## src/rtl/trigger_pulse_gen.sv

```systemverilog
// Turns a 1-cycle trigger strobe into a delayed pulse with a programmable width,
// followed by a holdoff window. Triggers that arrive while busy are counted as missed.
module trigger_pulse_gen #(
    parameter int CNT_W  = 16,
    parameter int MISS_W = 8
) (
    input  logic              clk,
    input  logic              rst,
    input  logic              trigger,
    input  logic [CNT_W-1:0]  delay_cfg,
    input  logic [CNT_W-1:0]  width_cfg,
    input  logic [CNT_W-1:0]  holdoff_cfg,
    input  logic              clr_missed,
    output logic              pulse_out,
    output logic              busy,
    output logic              missed,
    output logic [MISS_W-1:0] missed_cnt
);

    typedef enum logic [1:0] {IDLE, DELAY, HIGH, HOLDOFF} state_t;

    localparam logic [CNT_W-1:0] ONE = CNT_W'(1);

    state_t           state;
    logic [CNT_W-1:0] cnt;
    logic [CNT_W-1:0] w_lat;
    logic [CNT_W-1:0] h_lat;
    logic [CNT_W-1:0] w_in;
    logic             reject;

    // A width of zero is widened to one so every accepted trigger produces a pulse.
    assign w_in   = (width_cfg == '0) ? ONE : width_cfg;
    assign reject = trigger && (state != IDLE);

    always_ff @(posedge clk) begin
        if (rst) begin
            state      <= IDLE;
            cnt        <= '0;
            w_lat      <= '0;
            h_lat      <= '0;
            pulse_out  <= 1'b0;
            busy       <= 1'b0;
            missed     <= 1'b0;
            missed_cnt <= '0;
        end else begin
            missed <= reject;
            if (clr_missed)
                missed_cnt <= '0;
            else if (reject && (missed_cnt != '1))
                missed_cnt <= missed_cnt + MISS_W'(1);

            // cnt holds the number of remaining cycles in the current state minus one,
            // so full-scale configuration values never need an extra counter bit.
            case (state)
                IDLE: begin
                    if (trigger) begin
                        w_lat <= w_in;
                        h_lat <= holdoff_cfg;
                        busy  <= 1'b1;
                        if (delay_cfg != '0) begin
                            state <= DELAY;
                            cnt   <= delay_cfg - ONE;
                        end else begin
                            state     <= HIGH;
                            pulse_out <= 1'b1;
                            cnt       <= w_in - ONE;
                        end
                    end
                end
                DELAY: begin
                    if (cnt == '0) begin
                        state     <= HIGH;
                        pulse_out <= 1'b1;
                        cnt       <= w_lat - ONE;
                    end else begin
                        cnt <= cnt - ONE;
                    end
                end
                HIGH: begin
                    if (cnt == '0) begin
                        pulse_out <= 1'b0;
                        if (h_lat != '0) begin
                            state <= HOLDOFF;
                            cnt   <= h_lat - ONE;
                        end else begin
                            state <= IDLE;
                            busy  <= 1'b0;
                        end
                    end else begin
                        cnt <= cnt - ONE;
                    end
                end
                HOLDOFF: begin
                    if (cnt == '0) begin
                        state <= IDLE;
                        busy  <= 1'b0;
                    end else begin
                        cnt <= cnt - ONE;
                    end
                end
                default: begin
                    state     <= IDLE;
                    busy      <= 1'b0;
                    pulse_out <= 1'b0;
                end
            endcase
        end
    end

endmodule

```

## config.mk

```make
export PLATFORM = sky130hd
export DESIGN_NAME = trigger_pulse_gen
export DESIGN_NICKNAME = d
export VERILOG_FILES = /design/src/rtl/trigger_pulse_gen.sv
export SDC_FILE = /design/constraint.sdc
export NUM_CORES = 1
export LEC_CHECK = 0
export CAP_MARGIN = 30
export CORE_UTILIZATION = 51
export CTS_BUF_LIST = sky130_fd_sc_hd__clkbuf_8
export DETAILED_ROUTE_END_ITERATION = 12
export GPL_TIMING_DRIVEN = 0
export PLACE_DENSITY = 0.85
export SKIP_CTS_REPAIR_TIMING = 1
export SYNTH_ARGS = -nofsm -noshare
export SYNTH_HDL_FRONTEND = slang
export SYNTH_SLANG_ARGS = --single-unit
```

## constraint.sdc

```tcl
create_clock -name clk -period 3.6 [get_ports clk]
set_input_delay 0.9 -clock clk [delete_from_list [all_inputs] [get_ports clk]]
set_output_delay 0.9 -clock clk [all_outputs]
set_load 0.005 [all_outputs]
```

==> reports/qor.yml, run 1 <==
status: "finished, violations left"
violations: "design-rule violations, negative setup slack"
p_sw_uw: 947
drcViolationCount: 1
cp_max_fo: 11
rows: 33
ir_drop_mv: 0.258
startpoint_type: "input pin"
grt_pass1_vias: 4499
syn_avg_cell_area_um2: 7.17
yosysUniqueCellTypes: 63
synth_ff_type: "dfxtp_1"
insertedDiodeCount: 0
rr_startpoint: "h_lat[2]$_SDFFE_PP0P_"
fin_nets: 731
yosysWarnings: 0
gp_congestion: 0.980
drive_gt1_share_pct: 15.5
cp_top_family: "simple AND/OR/NAND/NOR gates"
seqPwrFrac_pct: 34.5
worstPathCellList: "buf_2 -> nor3_2 -> nand2_2 -> nor2_4 -> buf_8 -> a21oi_4 -> ha_4 -> or4b_4 -> or4_4 -> a32o_2 -> a22oi_2 -> o21ai_2 -> a22oi_2 -> a211oi_1"
async_reset_ff_share_pct: 0
antenna_found_initial: 0
ioPinCount: 63
area_growth_pct: 24.6
crit_arrival_ns: 3.86
cts_buffers: 9
pwr-share-clk_pct: 26.8
power_frac_comb_pct: 38.7
crit_slowest_cell: "or4_4"
tightest_slew_ns: 0.981
ant_nets: 0
max_cap_violations: 0
p_leak_nw: 1.90
path_buf_inv: 2
dp_hpwl_um: 11800
coreArea_um2: 8180
cts_tree: "done"
via_count: 4966
grt.total_usage_pct: 36.2
nFillCells: 780
syn-instance-count: 596
routedWlPerCell_um: 19.8
dp_slack_ns: -1.15
firstDrtPassIters: 9
period_share_pct: 101
p_per_area_nw_per_um2: 450
cpPeakStageDelay_ns: 0.58
hold_violations: 0
critical_path_required_ns: 3.82
synth.cell_area_um2: 4270
grt_setup_unrepaired: "yes"
viasPerCell: 6.35
hold_depth: 2
p_int_mw: 1.45
r2r_setup_slack_ns: 0.51
routed_wl_um: 15500
htreeDepth: 3
criticalPathCategory: "input pin to flip-flop"
slew_headroom_pct: 34.0
grt_max_degree: 11
fin_skew_ns: 0.0116
ys_seq_area_share_pct: 28.6
cts_num_sinks: 61
die_width_um: 93.5
finalMaxSlewViolations: 0
fin_setup_tns_ns: -0.0419
ys_seq_elements: 61
port_buffers: 61
clk_pin_slew_ns: 0.08
min_to: "h_lat[15]$_SDFFE_PP0P_"
synth_edf_count: 0
period_needed_ns: 3.64
regToRegEndpoint: "cnt[13]$_SDFFE_PP0P_"
hold_path.class: "flip-flop to flip-flop"
fp.dieH_um: 93.5
clk_path_buf_depth: 2
drt_iter0_markers: 350
hp-start: "h_lat[15]$_SDFFE_PP0P_"
setup_slack_ns: -0.0419
start_util_pct: 52.3
setup_viol: 1
cts_root_buffer: "clkbuf_8"
synth_nets: 654
swShare_pct: 39.5
cp_common_cell: "a22oi_2"
fp.dieArea_um2: 8750
grt_overflow_total: 0
ff2ff_path_depth: 7
insertion_delay_ns: 0.36
grt_pass1_wl_um: 23800
fmax_ghz: 0.275
crit_path_end_kind: "flip-flop"
final cells by class:
type	instances	area [µm²]	share of cell area, %
multi-input combinational	494	3050	57.3
clock inverter	4	47.5	0.893
tap	105	131	2.47
inverter	11	41.3	0.776
buffer	29	135	2.54
clock buffer	11	151	2.84
sequential	61	1220	22.9
timing repair buffer	67	548	10.3
stage by stage:
| step | util [%] | hold WS (ns) | power, mW | area [µm²] | instances |
|---|---|---|---|---|---|
| after floorplan | - | 0.436 | 1.42 | 4370 | 596 |
| after global placement | 62.5 | 0.451 | 1.72 | 5110 | 762 |
| after detailed placement | 62.5 | 0.461 | 1.73 | 5110 | 762 |
| after CTS | 64.9 | 0.472 | 2.37 | 5310 | 777 |
| after global routing | 65.1 | 0.501 | 2.52 | 5320 | 782 |
| final | 65.1 | 0.474 | 2.40 | 5320 | 782 |
worst reg2reg max path, cell delays in order (launching register included):
cell	delay (ns)
dfxtp_1	0.39
nor4_2	0.89
nand2_1	0.22
or4_1	0.47
or3_1	0.31
a31oi_1	0.36
o21ai_0	0.17
a41oi_1	0.20
worst max-delay path by stage:
stage / from / end / slack, ns / cells after the start
after floorplan: delay_cfg[9] / cnt[6]$_SDFFE_PP0P_ / -0.007 / 14
after global placement: delay_cfg[5] / cnt[6]$_SDFFE_PP0P_ / -1.17 / 15
after detailed placement: delay_cfg[5] / cnt[6]$_SDFFE_PP0P_ / -1.15 / 15
after CTS: delay_cfg[11] / cnt[6]$_SDFFE_PP0P_ / -0.79 / 15
after global routing: delay_cfg[1] / cnt[6]$_SDFFE_PP0P_ / -0.1 / 14
final: delay_cfg[1] / cnt[6]$_SDFFE_PP0P_ / -0.04 / 14
power groups by stage:
| stage | combinational [mW] | clock, mW | sequential, mW |
|---|---|---|---|
| finish | 0.928 | 0.643 | 0.827 |
| global placement | 0.880 | 0 | 0.835 |
| CTS | 0.898 | 0.646 | 0.824 |
| detailed placement | 0.888 | 0 | 0.840 |
| floorplan | 0.598 | 0 | 0.819 |
| global route | 1.00 | 0.675 | 0.837 |
routing by layer:
layer  GRT usage (%)  up-vias  wire length (µm)
met5               0        -                 0
met4            17.4        0               557
met3            11.0       46              1400
met2            53.3      254              6820
met1            47.8     2335              6720
li1                -     2331                 -
cell usage in the layout (no fill, tap or decap), types with 15 or more instances in the layout:
cell type        synthesis  layout
clkdlybuf4s50_1          0      29
a21oi_1                 77      75
buf_4                    0      16
xnor2_1                 26      25
nor2_1                  58      55
nand2_1                102     101
dfxtp_1                 61      61
nor3_1                  25      23
o21ai_0                 20      19
nor4_1                  17      15
xor2_1                  17      17
clkbuf_1                21      19
cells by family after synthesis:
logic type                 after synthesis  synth area share, %
AOI/OAI and AO/OA                      164                 24.4
adders and majority gates                6                 1.76
muxes                                    1                0.234
and+or+nand+nor                        280                 32.2
buffers and inverters                   41                 3.95
xor gates and xnor gates                43                 8.81
DFF                                     61                 28.6
sequential cells by signal (all words and copies together) (netlist names):
signal / flops
pulse_out: 1
w_lat: 16
cnt: 16
busy: 1
state: 2
missed_cnt: 8
missed: 1
h_lat: 16
synthesized netlist by cell type (3+ instances only):
cell	n	area share [%]
xor2_1	17	3.5
and3_1	3	0.44
nand2_1	102	9.0
clkbuf_1	21	1.8
dfxtp_1	61	29
nand3b_1	5	0.88
nor2_1	58	5.1
and2_1	3	0.44
or4_1	7	1.2
o22ai_1	8	1.2
o221ai_1	4	0.82
inv_1	10	0.88
a21o_1	3	0.53
o2111ai_1	4	0.82
o21ai_0	20	2.3
nand2b_1	5	0.73
o31ai_1	5	0.88
a311oi_1	3	0.61
a22oi_1	4	0.70
a21oi_1	77	9.0
xnor2_1	26	5.3
ha_1	6	1.8
or3_1	12	1.8
o21a_1	4	0.70
or4_4	4	1.1
nand4_1	6	0.88
nand3_1	13	1.5
or2_2	9	1.3
o211ai_1	3	0.53
a211oi_1	5	0.88
a31oi_1	4	0.59
nor3_1	25	2.9
buf_2	6	0.70
nor4_1	17	2.5
No activity file was read; power rests on OpenSTA's default activity.
==> inputs of run 2 (changes only) <==
--- a/config.mk
+++ b/config.mk
@@ -6,11 +6,11 @@
 export NUM_CORES = 1
 export LEC_CHECK = 0
 export CAP_MARGIN = 30
-export CORE_UTILIZATION = 51
+export CORE_UTILIZATION = 54
 export CTS_BUF_LIST = sky130_fd_sc_hd__clkbuf_8
 export DETAILED_ROUTE_END_ITERATION = 12
 export GPL_TIMING_DRIVEN = 0
-export PLACE_DENSITY = 0.85
+export PLACE_DENSITY = 0.86
 export SKIP_CTS_REPAIR_TIMING = 1
 export SYNTH_ARGS = -nofsm -noshare
 export SYNTH_HDL_FRONTEND = slang
==> constraint.sdc (replaced) <==
create_clock -name clk -period 4.33 [get_ports clk]
set_input_delay 1.0825 -clock clk [delete_from_list [all_inputs] [get_ports clk]]
set_output_delay 1.0825 -clock clk [all_outputs]
set_load 0.005 [all_outputs]
==> reports/qor.yml, run 2 (synthesis results as in run 1) <==
grt_pass1_vias: 4473  # -0.58%
ioPinCount: 63  # unchanged
tightest_slew_ns: 0.968  # -0.0133 ns
area_growth_pct: 24.6  # about the same
setup_viol: 0  # -1
p_per_area_nw_per_um2: 370  # -18%
ant_nets: 0  # unchanged
port_buffers: 61  # unchanged
crit_arrival_ns: 4.45  # +0.59 ns
routed_wl_um: 14700  # -4.9%
grt_max_degree: 11  # unchanged
routedWlPerCell_um: 19.0  # -4.1%
rows: 32  # -3.0%
firstDrtPassIters: 5  # -4
cts_tree: "done"
ir_drop_mv: 0.239  # -7.3%
final_common_cell: "nand2_1"
dp_hpwl_um: 11300  # -4.8%
hold_path.class: "flip-flop to flip-flop"
fin_skew_ns: 0.00419  # -0.00746 ns
period_share_pct: 98.2
gp_congestion: 0.976  # -0.37%
max_cap_violations: 0  # unchanged
antenna_found_initial: 0  # unchanged
crit_path_end_kind: "flip-flop"
criticalPathCategory: "input pin to flip-flop"
fp.dieArea_um2: 8270  # -5.4%
hold_slack_ns: 0.480  # +0.00604 ns
startpoint_type: "input pin"
coreArea_um2: 7690  # -6.0%
grt_setup_unrepaired: "no"
insertedDiodeCount: 0  # unchanged
status: "complete, no violations"
drt_iter0_markers: 443  # +27%
top_regs: "cnt x16, h_lat x16, w_lat x16"
cts_num_sinks: 61  # unchanged
viasPerCell: 6.39  # +0.66%
htreeDepth: 3  # unchanged
clk_path_buf_depth: 2  # unchanged
insertion_delay_ns: 0.35  # about the same
mostFrequentLayoutCells: "nand2_1 (101), a21oi_1 (75), dfxtp_1 (61), nor2_1 (55), clkdlybuf4s50_1 (43)"
final_core_util_pct: 69.3  # +4.2 points
stdcell_area_um2: 5330  # about the same
critical_path_required_ns: 4.53  # +0.71 ns
grt_pass1_wl_um: 23200  # -2.9%
start_util_pct: 55.6  # +3.3 points
grt.total_usage_pct: 36.0  # -0.22 points
drcViolationCount: 0  # -1
cts_buffers: 9  # unchanged
period_needed_ns: 4.25
drive_gt1_share_pct: 8.92  # -6.6 points
fin_nets: 727  # -0.55%
die_width_um: 91.0  # -2.8%
ff2ff_path_depth: 7  # unchanged
grt_overflow_total: 0  # unchanged
fp.dieH_um: 91.0  # -2.8%
slew_headroom_pct: 34.9  # +0.84 points
fmax_ghz: 0.235
cp_max_fo: 5  # -6
hold_depth: 2  # unchanged
totalPowerFinal_mw: 1.97  # -18%
clk_pin_slew_ns: 0.07  # about the same
via_count: 4954  # -0.24%
dpl_cell_area_um2: 5010  # -1.9%
finalMaxSlewViolations: 0  # unchanged
hold_violations: 0  # unchanged
p_leak_nw: 1.98  # +4.5%
cts_root_buffer: "clkbuf_8"
-- run 2: changes by cell type in the layout (fill, tap and decap cells not counted), sizes merged --
cell / delta
clkdlybuf4s50: +14
clkbuf: -16
dlymetal6s2s: +16
buf: -18
-- run 2: final timing paths --
path | startpoint | endpoint | slack, ns
setup reg to reg | cnt[2]$_SDFFE_PP0P_ | cnt[10]$_SDFFE_PP0P_ | 1.22
hold reg to reg | h_lat[15]$_SDFFE_PP0P_ | h_lat[15]$_SDFFE_PP0P_ | 0.48
hold / removal | h_lat[15]$_SDFFE_PP0P_ | h_lat[15]$_SDFFE_PP0P_ | 0.48
setup / recovery | width_cfg[5] | cnt[6]$_SDFFE_PP0P_ | 0.08
-- run 2: layout make-up --
| type | instances | area [µm²] |
|---|---|---|
| flip-flops and latches | 61 | 1220 |
| well taps | 102 | 128 |
| multi-input cells | 494 | 2940 |
| repair buffers | 63 | 671 |
| fillers | 689 | 2360 |
| plain buffers | 29 | 128 |
| clock buffers | 11 | 151 |
| clock inverters | 4 | 47.5 |
| inverters | 11 | 41.3 |
-- run 2: report_power, final --
| group | switching (mW) | leakage [nW] | internal, mW | total [mW] |
|---|---|---|---|---|
| Combinational | 0.460 | 1.38 | 0.298 | 0.758 |
| Sequential | 0.0710 | 0.501 | 0.619 | 0.690 |
| Clock | 0.232 | 0.101 | 0.292 | 0.524 |
| Total | 0.764 | 1.98 | 1.21 | 1.97 |
-- run 2: stage by stage --
stage | setup TNS, ns | std cells | setup slack (ns)
final | 0 | 775 | 0.0771
after global routing | 0 | 775 | 0.0365
after CTS | -2.50 | 774 | -0.581
after detailed placement | -4.62 | 759 | -0.928
after global placement | -4.96 | 759 | -0.975
after floorplan | 0 | 596 | 0.291
-- run 2: critical path: stages --
cell	delay [ns]
clkdlybuf4s50_1	0.55
or3_1	0.21
nor4_1	0.08
a21o_1	0.22
a21oi_2	0.18
ha_2	0.22
or4b_4	0.51
or4_4	0.48
a32o_1	0.28
a22oi_1	0.19
o21ai_0	0.13
a22oi_1	0.21
a211oi_1	0.10
-- run 2: routing by layer --
layer	vias to the layer above	routed length [µm]	global-route usage, %
met5	-	0	0
met4	0	381	12.0
met3	37	1740	11.3
met2	280	6490	55.2
met1	2324	6120	47.7
li1	2313	-	-
